$ cat config.mk
export PLATFORM = sky130hd
export DESIGN_NAME = larpix_config_responder_flat
export DESIGN_NICKNAME = d
export VERILOG_FILES = /design/src/rtl/larpix_config_responder_pkg.sv /design/src/rtl/larpix_config_responder_if.sv /design/src/rtl/larpix_config_responder.sv /design/src/flat_wrapper.sv
export SDC_FILE = /design/constraint.sdc
export NUM_CORES = 1
export LEC_CHECK = 0
export CAP_MARGIN = 10
export CORE_UTILIZATION = 50
export CTS_CLUSTER_DIAMETER = 30
export CTS_CLUSTER_SIZE = 28
export DETAILED_ROUTE_END_ITERATION = 16
export MAX_ROUTING_LAYER = met4
export PLACE_DENSITY = 0.86
export SYNTH_ARGS = -nofsm -noshare
export SYNTH_HDL_FRONTEND = slang
export SYNTH_SLANG_ARGS = --single-unit
export TNS_END_PERCENT = 50
$ cat constraint.sdc
create_clock -name clk -period 6.1 [get_ports clk]
set_input_delay 0.915 -clock clk [delete_from_list [all_inputs] [get_ports clk]]
set_output_delay 0.915 -clock clk [all_outputs]
set_load 0.03 [all_outputs]
$ cat src/rtl/larpix_config_responder_pkg.sv
// Shared definitions for the LArPix 64-bit configuration packet protocol.
// Both the chip-side responder and the master-side bench import this package.
package larpix_pkt_pkg;

  localparam int PKT_W    = 64;
  localparam int TYPE_LSB = 0;
  localparam int CHIP_LSB = 2;
  localparam int ADDR_LSB = 10;
  localparam int DATA_LSB = 18;
  localparam int FIFO_LSB = 58;
  localparam int DS_BIT   = 62;
  localparam int PAR_BIT  = 63;

  localparam logic [7:0] GLOBAL_ID = 8'd255;

  typedef enum logic [1:0] {
    DATA      = 2'd0,
    TEST      = 2'd1,
    CFG_WRITE = 2'd2,
    CFG_READ  = 2'd3
  } pkt_type_e;

  typedef enum logic [2:0] {
    ST_IDLE,
    ST_DECODE,
    ST_WRITE,
    ST_READ,
    ST_CAPTURE,
    ST_RESP,
    ST_FWD
  } state_e;

  // Odd parity: the XOR over all 64 bits, parity bit included, must be 1.
  function automatic logic parity_ok(input logic [PKT_W-1:0] pkt);
    return ^pkt;
  endfunction

  function automatic logic [PKT_W-1:0] add_parity(input logic [PKT_W-1:0] pkt);
    logic [PKT_W-1:0] p;
    p = pkt;
    p[PAR_BIT] = ~(^pkt[PAR_BIT-1:0]);
    return p;
  endfunction

  function automatic logic [PKT_W-1:0] build_reply(input logic [1:0] typ,
                                                   input logic [7:0] chip,
                                                   input logic [7:0] addr,
                                                   input logic [7:0] data,
                                                   input logic [3:0] fifo);
    logic [PKT_W-1:0] p;
    p = '0;
    p[TYPE_LSB +: 2] = typ;
    p[CHIP_LSB +: 8] = chip;
    p[ADDR_LSB +: 8] = addr;
    p[DATA_LSB +: 8] = data;
    p[FIFO_LSB +: 4] = fifo;
    p[DS_BIT]        = 1'b1;
    return add_parity(p);
  endfunction

endpackage

$ cat src/rtl/larpix_config_responder_if.sv
// Packet-in, register-map and packet-out signals between the responder and its neighbours.
interface larpix_config_responder_if #(
  parameter int WIDTH = 64
);
  logic [WIDTH-1:0] pkt_in;
  logic             pkt_in_valid;
  logic             pkt_in_ready;
  logic [7:0]       regmap_addr;
  logic [7:0]       regmap_wdata;
  logic             regmap_we;
  logic             regmap_re;
  logic [7:0]       regmap_rdata;
  logic [3:0]       fifo_status;
  logic [WIDTH-1:0] pkt_out;
  logic             pkt_out_valid;
  logic             pkt_out_ready;

  modport slave (
    input  pkt_in, pkt_in_valid, regmap_rdata, fifo_status, pkt_out_ready,
    output pkt_in_ready, regmap_addr, regmap_wdata, regmap_we, regmap_re,
           pkt_out, pkt_out_valid
  );

  modport master (
    output pkt_in, pkt_in_valid, regmap_rdata, fifo_status, pkt_out_ready,
    input  pkt_in_ready, regmap_addr, regmap_wdata, regmap_we, regmap_re,
           pkt_out, pkt_out_valid
  );
endinterface

$ cat src/rtl/larpix_config_responder.sv
// Chip-side configuration responder: parity/ID check, register write/read,
// reply generation and downstream forwarding of foreign or broadcast packets.
module larpix_config_responder #(
  parameter int          WIDTH     = 64,
  parameter int unsigned REGNUM    = 256,
  parameter logic [7:0]  GLOBAL_ID = 8'd255
) (
  input  logic                      clk,
  input  logic                      reset_n,
  input  logic [7:0]                chip_id,
  larpix_config_responder_if.slave  bus,
  output logic [7:0]                parity_err_cnt,
  output logic                      busy
);
  import larpix_pkt_pkg::*;

  state_e           state_q, state_d;
  logic [WIDTH-1:0] pkt_q, pkt_d;
  logic [WIDTH-1:0] pkt_out_q, pkt_out_d;
  logic             out_vld_q, out_vld_d;
  logic             in_ready_q, in_ready_d;
  logic             we_q, we_d;
  logic             re_q, re_d;
  logic [7:0]       addr_q, addr_d;
  logic [7:0]       wdata_q, wdata_d;
  logic [7:0]       perr_q, perr_d;

  logic [1:0] req_type;
  logic [7:0] req_chip, req_addr, req_data;
  logic       is_bcast, is_local, in_range, handshake;

  assign req_type  = pkt_q[TYPE_LSB +: 2];
  assign req_chip  = pkt_q[CHIP_LSB +: 8];
  assign req_addr  = pkt_q[ADDR_LSB +: 8];
  assign req_data  = pkt_q[DATA_LSB +: 8];
  assign is_bcast  = (req_chip == GLOBAL_ID);
  assign is_local  = is_bcast || (req_chip == chip_id);
  assign in_range  = (32'(req_addr) < REGNUM);
  assign handshake = out_vld_q && bus.pkt_out_ready;

  always_comb begin
    state_d   = state_q;
    pkt_d     = pkt_q;
    pkt_out_d = pkt_out_q;
    out_vld_d = out_vld_q;
    we_d      = 1'b0;
    re_d      = 1'b0;
    addr_d    = 8'd0;
    wdata_d   = 8'd0;
    perr_d    = perr_q;
    unique case (state_q)
      ST_IDLE: begin
        if (in_ready_q && bus.pkt_in_valid) begin
          pkt_d   = bus.pkt_in;
          state_d = ST_DECODE;
        end
      end
      ST_DECODE: begin
        if (!parity_ok(pkt_q)) begin
          if (perr_q != 8'hFF) perr_d = perr_q + 8'd1;
          state_d = ST_IDLE;
        end else if (!is_local) begin
          pkt_out_d = pkt_q;
          out_vld_d = 1'b1;
          state_d   = ST_FWD;
        end else begin
          case (req_type)
            CFG_WRITE: begin
              we_d    = in_range;
              addr_d  = req_addr;
              wdata_d = req_data;
              state_d = ST_WRITE;
            end
            CFG_READ: begin
              re_d    = in_range;
              addr_d  = req_addr;
              state_d = ST_READ;
            end
            default: state_d = ST_IDLE;
          endcase
        end
      end
      ST_WRITE: begin
        // fifo_status is sampled on the edge that enters RESP
        pkt_out_d = build_reply(req_type, chip_id, req_addr,
                                in_range ? req_data : 8'd0, bus.fifo_status);
        out_vld_d = 1'b1;
        state_d   = ST_RESP;
      end
      ST_READ: state_d = ST_CAPTURE;
      ST_CAPTURE: begin
        pkt_out_d = build_reply(req_type, chip_id, req_addr,
                                in_range ? bus.regmap_rdata : 8'd0, bus.fifo_status);
        out_vld_d = 1'b1;
        state_d   = ST_RESP;
      end
      ST_RESP: begin
        if (handshake) begin
          if (is_bcast) begin
            pkt_out_d = pkt_q;
            state_d   = ST_FWD;
          end else begin
            pkt_out_d = '0;
            out_vld_d = 1'b0;
            state_d   = ST_IDLE;
          end
        end
      end
      ST_FWD: begin
        if (handshake) begin
          pkt_out_d = '0;
          out_vld_d = 1'b0;
          state_d   = ST_IDLE;
        end
      end
      default: state_d = ST_IDLE;
    endcase
    in_ready_d = (state_d == ST_IDLE);
  end

  always_ff @(posedge clk or negedge reset_n) begin
    if (!reset_n) begin
      state_q    <= ST_IDLE;
      pkt_q      <= '0;
      pkt_out_q  <= '0;
      out_vld_q  <= 1'b0;
      in_ready_q <= 1'b0;
      we_q       <= 1'b0;
      re_q       <= 1'b0;
      addr_q     <= 8'd0;
      wdata_q    <= 8'd0;
      perr_q     <= 8'd0;
    end else begin
      state_q    <= state_d;
      pkt_q      <= pkt_d;
      pkt_out_q  <= pkt_out_d;
      out_vld_q  <= out_vld_d;
      in_ready_q <= in_ready_d;
      we_q       <= we_d;
      re_q       <= re_d;
      addr_q     <= addr_d;
      wdata_q    <= wdata_d;
      perr_q     <= perr_d;
    end
  end

  assign bus.pkt_in_ready  = in_ready_q;
  assign bus.regmap_addr   = addr_q;
  assign bus.regmap_wdata  = wdata_q;
  assign bus.regmap_we     = we_q;
  assign bus.regmap_re     = re_q;
  assign bus.pkt_out       = pkt_out_q;
  assign bus.pkt_out_valid = out_vld_q;
  assign parity_err_cnt    = perr_q;
  assign busy              = (state_q != ST_IDLE);

endmodule

$ cat src/flat_wrapper.sv
// flat-port wrapper written by rule: the top's interface ports become plain ports
module larpix_config_responder_flat import larpix_pkt_pkg::*;
#(
  parameter int          WIDTH     = 64,
  parameter int unsigned REGNUM    = 256,
  parameter logic [7:0]  GLOBAL_ID = 8'd255
)
  (clk, reset_n, chip_id, parity_err_cnt, busy, bus_pkt_in, bus_pkt_in_valid, bus_regmap_rdata, bus_fifo_status, bus_pkt_out_ready, bus_pkt_in_ready, bus_regmap_addr, bus_regmap_wdata, bus_regmap_we, bus_regmap_re, bus_pkt_out, bus_pkt_out_valid);
  larpix_config_responder_if #(.WIDTH(WIDTH)) bus_i ();
  input  logic clk;
  input  logic reset_n;
  input  logic [7:0] chip_id;
  output logic [7:0] parity_err_cnt;
  output logic busy;
  input wire logic [$bits(bus_i.pkt_in)-1:0] bus_pkt_in;
  input wire logic [$bits(bus_i.pkt_in_valid)-1:0] bus_pkt_in_valid;
  input wire logic [$bits(bus_i.regmap_rdata)-1:0] bus_regmap_rdata;
  input wire logic [$bits(bus_i.fifo_status)-1:0] bus_fifo_status;
  input wire logic [$bits(bus_i.pkt_out_ready)-1:0] bus_pkt_out_ready;
  output wire logic [$bits(bus_i.pkt_in_ready)-1:0] bus_pkt_in_ready;
  output wire logic [$bits(bus_i.regmap_addr)-1:0] bus_regmap_addr;
  output wire logic [$bits(bus_i.regmap_wdata)-1:0] bus_regmap_wdata;
  output wire logic [$bits(bus_i.regmap_we)-1:0] bus_regmap_we;
  output wire logic [$bits(bus_i.regmap_re)-1:0] bus_regmap_re;
  output wire logic [$bits(bus_i.pkt_out)-1:0] bus_pkt_out;
  output wire logic [$bits(bus_i.pkt_out_valid)-1:0] bus_pkt_out_valid;
  assign bus_i.pkt_in = bus_pkt_in;
  assign bus_i.pkt_in_valid = bus_pkt_in_valid;
  assign bus_i.regmap_rdata = bus_regmap_rdata;
  assign bus_i.fifo_status = bus_fifo_status;
  assign bus_i.pkt_out_ready = bus_pkt_out_ready;
  assign bus_pkt_in_ready = bus_i.pkt_in_ready;
  assign bus_regmap_addr = bus_i.regmap_addr;
  assign bus_regmap_wdata = bus_i.regmap_wdata;
  assign bus_regmap_we = bus_i.regmap_we;
  assign bus_regmap_re = bus_i.regmap_re;
  assign bus_pkt_out = bus_i.pkt_out;
  assign bus_pkt_out_valid = bus_i.pkt_out_valid;
  larpix_config_responder #(.WIDTH(WIDTH), .REGNUM(REGNUM), .GLOBAL_ID(GLOBAL_ID)) u_core (.clk(clk), .reset_n(reset_n), .chip_id(chip_id), .bus(bus_i), .parity_err_cnt(parity_err_cnt), .busy(busy));
endmodule
==> impl_metrics.env, run 1 <==
export IMPL_synth_common_cells="159 x dfrtp_1, 72 x xnor2_1, 68 x mux2_2, 42 x a32o_1, 22 x a22o_1"
export IMPL_dp_slack_ns=1.58
export IMPL_holdBufCountCts=0
export IMPL_post_cts_buffers=0
export IMPL_fin_skew_ns=0.00827
export IMPL_finalSetupViolations=0
export IMPL_yosys_warnings=0
export IMPL_synth_area_leaders="dfrtp_1 55%, mux2_2 11%, xnor2_1 8.8%, a32o_1 5.8%, a22o_1 2.7%"
export IMPL_rows=43
export IMPL_die_w_um=122
export IMPL_grt_use_met2_pct=40.6
export IMPL_die_h_um=122
export IMPL_n_antenna_cell=0
export IMPL_port_buffer_count=180
export IMPL_cp_max_fo=43
export IMPL_hold_viol=0
export IMPL_slew_viol_final=0
export IMPL_yosysSeqAreaShare_pct=55.3
export IMPL_cp_data_required_time_ns=6.40
export IMPL_gp_congestion=0.880
export IMPL_syn_cell_area_sq_um=7190
export IMPL_ys_flop_type="dfrtp_1"
export IMPL_cp_cell_sequence="clkdlybuf4s50_1 -> xnor2_1 -> nand4_1 -> o21ai_0 -> o211ai_1 -> o21a_2 -> o21ai_4 -> buf_4 -> mux2_2"
export IMPL_coreArea_sq_um=13900
export IMPL_crit_type="in2reg"
export IMPL_route_detailed_drc=0
export IMPL_overflow=0
export IMPL_synthCells=526
export IMPL_hpwl_mm=12.4
export IMPL_met3_usage_pct=6.84
export IMPL_startpoint_type="input port"
export IMPL_timing_final_crit_share_pct=67.9
export IMPL_io_pins=181
export IMPL_fmax_ghz=0.241
export IMPL_via_per_inst=5.56
export IMPL_cts_root_buffer="clkbuf_16"
export IMPL_ys_ff_latch=159
export IMPL_max_cap_viol_count=0
export IMPL_yosysUniqueCellTypes=45
export IMPL_cts_resized=0
export IMPL_synth_edf_count=0
export IMPL_track_usage_pct=25.6
export IMPL_design_area_sq_um=9760
export IMPL_synthArstFlopShare_pct=100
export IMPL_critPathSlowestCell="o21ai_0"
export IMPL_dr_pass1_iters=4
export IMPL_wl_per_cell_um=19.5
export IMPL_numClockSinks=159
export IMPL_hp_class="reg2reg"
export IMPL_rsz0062_at_grt="no"
export IMPL_status="finished, final reports clean"
export IMPL_grt_pass1_vias=5214
export IMPL_cts_made_buffers=17
export IMPL_routed_wl_mm=17.5
export IMPL_grt_busiest_layer="met2"
export IMPL_gr_usage_met1_pct=32.1
export IMPL_dpl_cell_area_sq_um=9140
export IMPL_fin_setup_tns_ns=0
export IMPL_start_util_pct=51.6
export IMPL_grt_max_degree=103
export IMPL_htree_levels=4
export IMPL_yosysMostFrequentCell="dfrtp_1"
export IMPL_clock_path_buffers=2
export IMPL_synth_top_area_share_pct=55.3
export IMPL_grt_antenna_before_repair=0
export IMPL_syn_to_final_growth_pct=35.6
export IMPL_cp_top_family="compound AO/OA/AOI/OAI gates"
export IMPL_critPathMaxStageDelay_ns=0.58
export IMPL_syn_num_nets=621
export IMPL_drive_gt1_share_pct=15.9
export IMPL_nFillCells=994
export IMPL_worst_slew_pin_transition_ns=1.01
export IMPL_fin_nets=799
export IMPL_cp_end_kind="register"
export IMPL_worst_slack_ns=1.96
export IMPL_cts_tree="built"
export IMPL_yosysTopAreaCell="dfrtp_1"
export IMPL_synth_avg_cell_area_sq_um=13.7
export IMPL_clk_latency_ns=0.42
export IMPL_max_slew_margin_pct=32.6
export IMPL_clk_pin_slew_worst_paths_ns=0.06
export IMPL_die_area_sq_um=14900
export IMPL_vias=4978
export IMPL_ant_nets=0
export IMPL_grt_pass1_wl_mm=27.6
export IMPL_worstPathArrival_ns=4.44
export IMPL_initialDrtViolationCount=220
export IMPL_fin_crit_ns=4.14
export IMPL_worst_path_buf_inv=2
## through the flow
| step | hold WS, ns | utilization [%] | cells |
|---|---|---|---|
| after floorplan | 0.514 | - | 526 |
| after detailed placement | 0.481 | 65.6 | 864 |
| after global placement | 0.475 | 65.6 | 864 |
| after global routing | 0.514 | 70.0 | 896 |
| final | 0.489 | 70.0 | 896 |
| after CTS | 0.495 | 70.0 | 895 |
## cell usage in the layout (no fill, tap or decap), types with 8 or more instances in the layout
| cell type | instances |
|---|---|
| clkdlybuf4s50_1 | 179 |
| dfrtp_1 | 159 |
| xnor2_1 | 72 |
| mux2_2 | 68 |
| a32o_1 | 42 |
| a22o_1 | 22 |
| and2_1 | 17 |
| clkbuf_16 | 17 |
| mux2_1 | 16 |
| xor2_1 | 12 |
| nor2_1 | 9 |
| nand2_1 | 8 |
## layout make-up
| type | count | area, sq um | share of cell area [%] |
|---|---|---|---|
| flip-flops and latches | 159 | 3980 | 40.8 |
| well taps | 180 | 225 | 2.31 |
| inverters | 5 | 18.8 | 0.192 |
| clock buffers | 21 | 470 | 4.82 |
| repair buffers | 186 | 1850 | 18.9 |
| multi-input cells | 335 | 3080 | 31.6 |
| clock inverters | 10 | 136 | 1.40 |
## state kept, by name, indices dropped and copies added, names as in the netlist
signal and cells:
u_core.bus.pkt_out 64, u_core.pkt_q 64, u_core.bus.regmap_addr 8, u_core.bus.regmap_wdata 8
u_core.parity_err_cnt 8, u_core.state_q 3, u_core.bus.pkt_in_ready 1, u_core.bus.pkt_out_valid 1
u_core.bus.regmap_re 1, u_core.bus.regmap_we 1
## path summary, 6_finish.rpt
path	slack, ns	to	from	depth (start not counted)
max	1.96	u_core.bus.pkt_out[3]$_DFFE_PN0P_	chip_id[0]	9
min	0.49	u_core.bus.pkt_out[7]$_DFFE_PN0P_	u_core.bus.pkt_out[7]$_DFFE_PN0P_	1
max reg2reg	2.00	u_core.bus.pkt_out[3]$_DFFE_PN0P_	u_core.pkt_q[16]$_DFFE_PN0P_	8
min reg2reg	0.49	u_core.bus.pkt_out[7]$_DFFE_PN0P_	u_core.bus.pkt_out[7]$_DFFE_PN0P_	1
max in group asynchronous	4.24	u_core.bus.regmap_we$_DFF_PN0_	reset_n	2
min in group asynchronous	0.61	u_core.pkt_q[40]$_DFFE_PN0P_	reset_n	1
## routing by layer
metal	up-vias	wire length, um
li1	2266	-
met1	2499	7280
met2	188	8770
met3	25	1200
met4	0	246
met5	-	0
## cell families after synthesis
| kind of cell | Yosys count | synth area share (%) |
|---|---|---|
| AO/OA/AOI/OAI | 88 | 10.7 |
| XOR/XNOR | 91 | 12.4 |
| adder cells (fa/ha/maj) | 7 | 1.22 |
| buffers and inverters | 32 | 2.03 |
| flip-flops | 159 | 55.3 |
| multiplexers | 86 | 13.4 |
| AND/OR/NAND/NOR | 63 | 4.90 |
Power of run 1 is left out: the tool's default activity adds up to more than one toggle a clock period on the data nets, which glitch-free logic cannot reach.
==> inputs of run 2 (changes only) <==
--- a/config.mk
+++ b/config.mk
@@ -6,12 +6,12 @@
 export NUM_CORES = 1
 export LEC_CHECK = 0
 export CAP_MARGIN = 10
-export CORE_UTILIZATION = 50
+export CORE_UTILIZATION = 49
 export CTS_CLUSTER_DIAMETER = 30
 export CTS_CLUSTER_SIZE = 28
 export DETAILED_ROUTE_END_ITERATION = 16
 export MAX_ROUTING_LAYER = met4
-export PLACE_DENSITY = 0.86
+export PLACE_DENSITY = 0.85
 export SYNTH_ARGS = -nofsm -noshare
 export SYNTH_HDL_FRONTEND = slang
 export SYNTH_SLANG_ARGS = --single-unit
==> constraint.sdc (replaced) <==
create_clock -name clk -period 4 [get_ports clk]
set_input_delay 0.6 -clock clk [delete_from_list [all_inputs] [get_ports clk]]
set_output_delay 0.6 -clock clk [all_outputs]
set_load 0.03 [all_outputs]
==> impl_metrics.env, run 2 (synthesis gave the netlist of run 1 again) <==
export IMPL_cts_tree="built"
export IMPL_cp_data_required_time_ns=4.30
export IMPL_coreArea_sq_um=14100
export IMPL_htree_levels=4
export IMPL_max_vdd_ir_drop_v=0.00118
export IMPL_hold_viol=0
export IMPL_worst_path_buf_inv=1
export IMPL_routed_wl_mm=17.3
export IMPL_cts_root_buffer="clkbuf_16"
export IMPL_cts_made_buffers=17
export IMPL_fin_setup_tns_ns=0
export IMPL_dr_pass1_iters=4
export IMPL_cp_cell_sequence="xnor2_1 -> xnor3_1 -> xnor2_2 -> xnor2_1 -> xnor3_2 -> o21ai_4 -> buf_4 -> mux2_1"
export IMPL_grt_busiest_layer="met2"
export IMPL_power_mw=10.5
export IMPL_initialDrtViolationCount=229
export IMPL_drive_gt1_share_pct=16.4
export IMPL_grt_pass1_wl_mm=27.0
export IMPL_cts_resized=0
export IMPL_clk_pin_slew_worst_paths_ns=0.06
export IMPL_critPathMaxStageDelay_ns=0.59
export IMPL_met3_usage_pct=7.80
export IMPL_slew_viol_final=0
export IMPL_gp_congestion=0.893
export IMPL_placedCellCount=867
export IMPL_max_cap_viol_count=0
export IMPL_worstPathArrival_ns=3.55
export IMPL_rr_worst_depth=8
export IMPL_rsz0062_at_grt="no"
export IMPL_clk_latency_ns=0.42
export IMPL_finalSetupViolations=0
export IMPL_whs_ns=0.171
export IMPL_start_util_pct=51.0
export IMPL_hp_class="in2async"
export IMPL_vias=5037
export IMPL_fin_util_pct=69.5
export IMPL_route_detailed_drc=0
export IMPL_overflow=0
export IMPL_crit_path_frequent_cell="xnor2_1"
export IMPL_gr_usage_met1_pct=29.1
export IMPL_grt_pass1_vias=5304
export IMPL_final_cell_mix="179 x clkdlybuf4s50_1, 159 x dfrtp_1, 72 x xnor2_1"
export IMPL_max_slew_margin_pct=47.1
export IMPL_rows=43
export IMPL_clock_path_buffers=2
export IMPL_fmax_ghz=0.307
export IMPL_syn_to_final_growth_pct=36.2
export IMPL_n_antenna_cell=0
export IMPL_grt_max_degree=88
export IMPL_numClockSinks=159
export IMPL_timing_final_crit_share_pct=81.4
export IMPL_worst_slew_pin_transition_ns=0.792
export IMPL_startpoint_type="register"
export IMPL_post_cts_buffers=0
export IMPL_die_h_um=123
export IMPL_via_per_inst=5.60
export IMPL_die_area_sq_um=15200
export IMPL_timing_critical_path_depth=8
export IMPL_status="finished, final reports clean"
export IMPL_wl_per_cell_um=19.3
export IMPL_cp_top_family="XOR/XNOR gates"
export IMPL_final_cells=900
export IMPL_powerDensity_nw_per_um2=1070
export IMPL_die_w_um=123
export IMPL_cp_max_fo=18
export IMPL_io_pins=181
export IMPL_hpwl_mm=12.3
export IMPL_fin_nets=802
export IMPL_crit_type="reg2reg"
export IMPL_grt_antenna_before_repair=0
export IMPL_fin_crit_ns=3.26
export IMPL_critPathSlowestCell="xnor3_2"
export IMPL_fin_skew_ns=0.00782
export IMPL_port_buffer_count=180
export IMPL_track_usage_pct=24.6
export IMPL_grt_use_met2_pct=39.6
export IMPL_layout_commonest_cell="clkdlybuf4s50_1"
export IMPL_power_leakage_nw=4.23
export IMPL_cp_end_kind="register"
export IMPL_ant_nets=0
export IMPL_holdBufCountCts=0
==> run 2: cell count changes in the layout (fill, tap and decap cells not counted) <==
cell / previous run / this run
clkinvlp_4: 3 / 2
buf_4: 6 / 5
buf_6: 1 / 2
clkinv_2: 3 / 6
bufinv_16: 3 / 2
buf_12: 0 / 3
==> run 2: final cells by class <==
type	count	area, sq um
fill	989	4300
clock inverter	11	114
tap	180	225
multi-input combinational	335	3080
inverter	5	18.8
timing repair buffer	189	1910
clock buffer	21	470
sequential	159	3980
==> run 2: final timing paths <==
kind | slack, ns | from | to
setup / recovery | 0.74 | u_core.pkt_q[16]$_DFFE_PN0P_ | u_core.bus.pkt_out[19]$_DFFE_PN0P_
hold / removal | 0.17 | reset_n | u_core.pkt_q[42]$_DFFE_PN0P_
setup reg to reg | 0.74 | u_core.pkt_q[16]$_DFFE_PN0P_ | u_core.bus.pkt_out[19]$_DFFE_PN0P_
hold reg to reg | 0.49 | u_core.bus.pkt_out[41]$_DFFE_PN0P_ | u_core.bus.pkt_out[41]$_DFFE_PN0P_
max in group asynchronous | 2.89 | reset_n | u_core.pkt_q[29]$_DFFE_PN0P_
min in group clk | 0.49 | u_core.bus.pkt_out[41]$_DFFE_PN0P_ | u_core.bus.pkt_out[41]$_DFFE_PN0P_
==> run 2: metal layers <==
| metal | up-vias | routed length [um] |
|---|---|---|
| li1 | 2279 | - |
| met3 | 29 | 1240 |
| met2 | 169 | 8700 |
| met4 | 0 | 318 |
| met5 | - | 0 |
| met1 | 2560 | 7080 |
==> run 2: power breakdown <==
part	switching (mW)	internal (mW)
clock	0.625	0.962
combinational	3.33	2.94
sequential	0.498	2.16
total	4.46	6.07
==> run 2: through the flow <==
stage / area, sq um / setup WS, ns
final: 9800 / 0.744
after global routing: 9800 / 0.580
after CTS: 9790 / 0.747
after detailed placement: 9200 / 0.769
after global placement: 9200 / 0.791
after floorplan: 7190 / 1.12
(Power assumes the default switching activity.)
==> inputs of run 3 (changes only) <==
--- a/config.mk
+++ b/config.mk
@@ -6,12 +6,12 @@
 export NUM_CORES = 1
 export LEC_CHECK = 0
 export CAP_MARGIN = 10
-export CORE_UTILIZATION = 49
+export CORE_UTILIZATION = 45
 export CTS_CLUSTER_DIAMETER = 30
 export CTS_CLUSTER_SIZE = 28
 export DETAILED_ROUTE_END_ITERATION = 16
 export MAX_ROUTING_LAYER = met4
-export PLACE_DENSITY = 0.85
+export PLACE_DENSITY = 0.82
 export SYNTH_ARGS = -nofsm -noshare
 export SYNTH_HDL_FRONTEND = slang
 export SYNTH_SLANG_ARGS = --single-unit
==> constraint.sdc (replaced) <==
create_clock -name clk -period 2.85 [get_ports clk]
set_input_delay 0.4275 -clock clk [delete_from_list [all_inputs] [get_ports clk]]
set_output_delay 0.4275 -clock clk [all_outputs]
set_load 0.03 [all_outputs]
==> impl_metrics.env, run 3 (synthesis gave the netlist of run 1 again) <==
export IMPL_routed_wl_mm=18.5
export IMPL_route_detailed_drc=0
export IMPL_grt_pass1_wl_mm=28.6
export IMPL_fin_nets=836
export IMPL_cts_tree="built"
export IMPL_crit_path_frequent_cell="xnor2_2"
export IMPL_critPathMaxStageDelay_ns=0.46
export IMPL_die_w_um=128
export IMPL_grt_max_degree=78
export IMPL_clk_pin_slew_worst_paths_ns=0.06
export IMPL_worst_slew_pin_transition_ns=0.716
export IMPL_regToRegEndpoint="u_core.bus.pkt_out[3]$_DFFE_PN0P_"
export IMPL_cp_top_family="XOR/XNOR gates"
export IMPL_max_cap_viol_count=0
export IMPL_cp_max_fo=7
export IMPL_fmax_ghz=0.358
export IMPL_cp_data_required_time_ns=3.15
export IMPL_start_util_pct=46.6
export IMPL_rows=45
export IMPL_startpoint_type="register"
export IMPL_n_antenna_cell=0
export IMPL_fin_util_pct=66.9
export IMPL_dp_slack_ns=-0.0909
export IMPL_track_usage_pct=23.5
export IMPL_startpoint="u_core.pkt_q[41]$_DFFE_PN0P_"
export IMPL_clk_latency_ns=0.42
export IMPL_critPathSlowestCell="xnor3_1"
export IMPL_reg2reg_slack_ns=0.05
export IMPL_timing_critical_path_depth=9
export IMPL_worst_slack_ns=0.0539
export IMPL_layout_commonest_cell="clkdlybuf4s50_1"
export IMPL_reg2reg_from="u_core.pkt_q[41]$_DFFE_PN0P_"
export IMPL_via_per_inst=5.36
export IMPL_finalSetupViolations=0
export IMPL_ant_nets=0
export IMPL_gp_congestion=0.870
export IMPL_io_pins=181
export IMPL_numClockSinks=159
export IMPL_fin_skew_ns=0.00796
export IMPL_dr_pass1_iters=6
export IMPL_rr_worst_depth=9
export IMPL_status="finished, final reports clean"
export IMPL_overflow=0
export IMPL_whs_ns=0.0304
export IMPL_holdBufCountCts=0
export IMPL_slew_viol_final=0
export IMPL_max_slew_margin_pct=52.3
export IMPL_cts_root_buffer="clkbuf_16"
export IMPL_drive_gt1_share_pct=23.1
export IMPL_crit_type="reg2reg"
export IMPL_hold_viol=0
export IMPL_worstPathArrival_ns=3.10
export IMPL_clock_path_buffers=2
export IMPL_cts_made_buffers=17
export IMPL_worst_path_buf_inv=2
export IMPL_grt_pass1_vias=5464
export IMPL_timing_final_crit_share_pct=98.1
export IMPL_cp_cell_sequence="xnor2_2 -> xnor2_2 -> xnor2_2 -> xnor3_1 -> xnor3_2 -> o21ai_4 -> buf_12 -> clkbuf_16 -> mux2_4"
export IMPL_syn_to_final_growth_pct=43.4
export IMPL_die_h_um=128
export IMPL_final_cell_mix="179 x clkdlybuf4s50_1, 156 x dfrtp_1, 67 x mux2_2"
export IMPL_hp_class="in2async"
export IMPL_initialDrtViolationCount=289
export IMPL_grt_antenna_before_repair=0
export IMPL_htree_levels=4
export IMPL_coreArea_sq_um=15400
export IMPL_cp_end_kind="register"
export IMPL_wl_per_cell_um=19.2
export IMPL_crit_end="u_core.bus.pkt_out[3]$_DFFE_PN0P_"
export IMPL_vias=5175
export IMPL_hpwl_mm=12.8
export IMPL_die_area_sq_um=16500
export IMPL_port_buffer_count=180
export IMPL_fin_crit_ns=2.80
## run 3: changes by cell type in the layout (fill, tap and decap cells not counted), moves of 4 or more
cell,change
mux2_1,-4
clkinv_2,-5
buf_12,+4
xnor2_1,-10
inv_6,+7
mux2_4,+5
buf_4,+26
xnor2_2,+10
## run 3: worst min path at each step
stage | startpoint | end | slack, ns | depth (start not counted)
6_report | reset_n | u_core.bus.pkt_out[58]$_DFFE_PN0P_ | 0.03 | 1
5_1_grt | reset_n | u_core.bus.pkt_out[58]$_DFFE_PN0P_ | 0.07 | 1
4_1_cts | reset_n | u_core.bus.pkt_out[58]$_DFFE_PN0P_ | 0.05 | 1
3_5_place_dp | u_core.bus.pkt_out[27]$_DFFE_PN0P_ | u_core.bus.pkt_out[27]$_DFFE_PN0P_ | 0.48 | 1
3_3_place_gp | reset_n | u_core.bus.pkt_out[8]$_DFFE_PN0P_ | 0.48 | 1
2_1_floorplan | reset_n | u_core.bus.pkt_in_ready$_DFF_PN0_ | 0.13 | 0
## run 3: worst register-to-register path: cells and delay by family, from the launching register on
family          cells  cell delay (ns)
mux                 1             0.30
flops               1             0.42
buf+inv             2             0.32
compound gates      1             0.17
xor+xnor            5             1.46
## run 3: through the flow
stage / std cells / setup TNS (ns) / instance area [sq um]
floorplan: 526 / 0 / 7190
global placement: 917 / -1.49 / 9410
detailed placement: 917 / -2.26 / 9410
CTS: 949 / 0 / 10000
global route: 965 / -0.0171 / 10300
finish: 965 / 0 / 10300
## run 3: area by class of cell
class	instances	area [sq um]
multi-input combinational	335	3200
tap	211	264
inverter	5	18.8
sequential	159	3980
clock buffer	17	425
fill	1118	5110
clock inverter	15	145
timing repair buffer	223	2270
## run 3: metal layers
metal / global-route usage [%] / wire (um) / vias to the layer above / share of wire [%]
li1: - / - / 2346 / -
met2: 39.0 / 9310 / 188 / 50
met5: - / 0 / - / 0
met1: 27.9 / 7630 / 2613 / 41
met4: 6.64 / 286 / 0 / 1.5
met3: 6.90 / 1330 / 28 / 7.2
## run 3: repair_timing
action,CTS,global route
gates resized for setup,5,21
endpoints found under the setup margin,82,69
setup buffers,0,12
pin swaps,2,11
endpoints found under the hold margin,0,0
cloned,0,4
Power of run 3 is left out for the same reason.
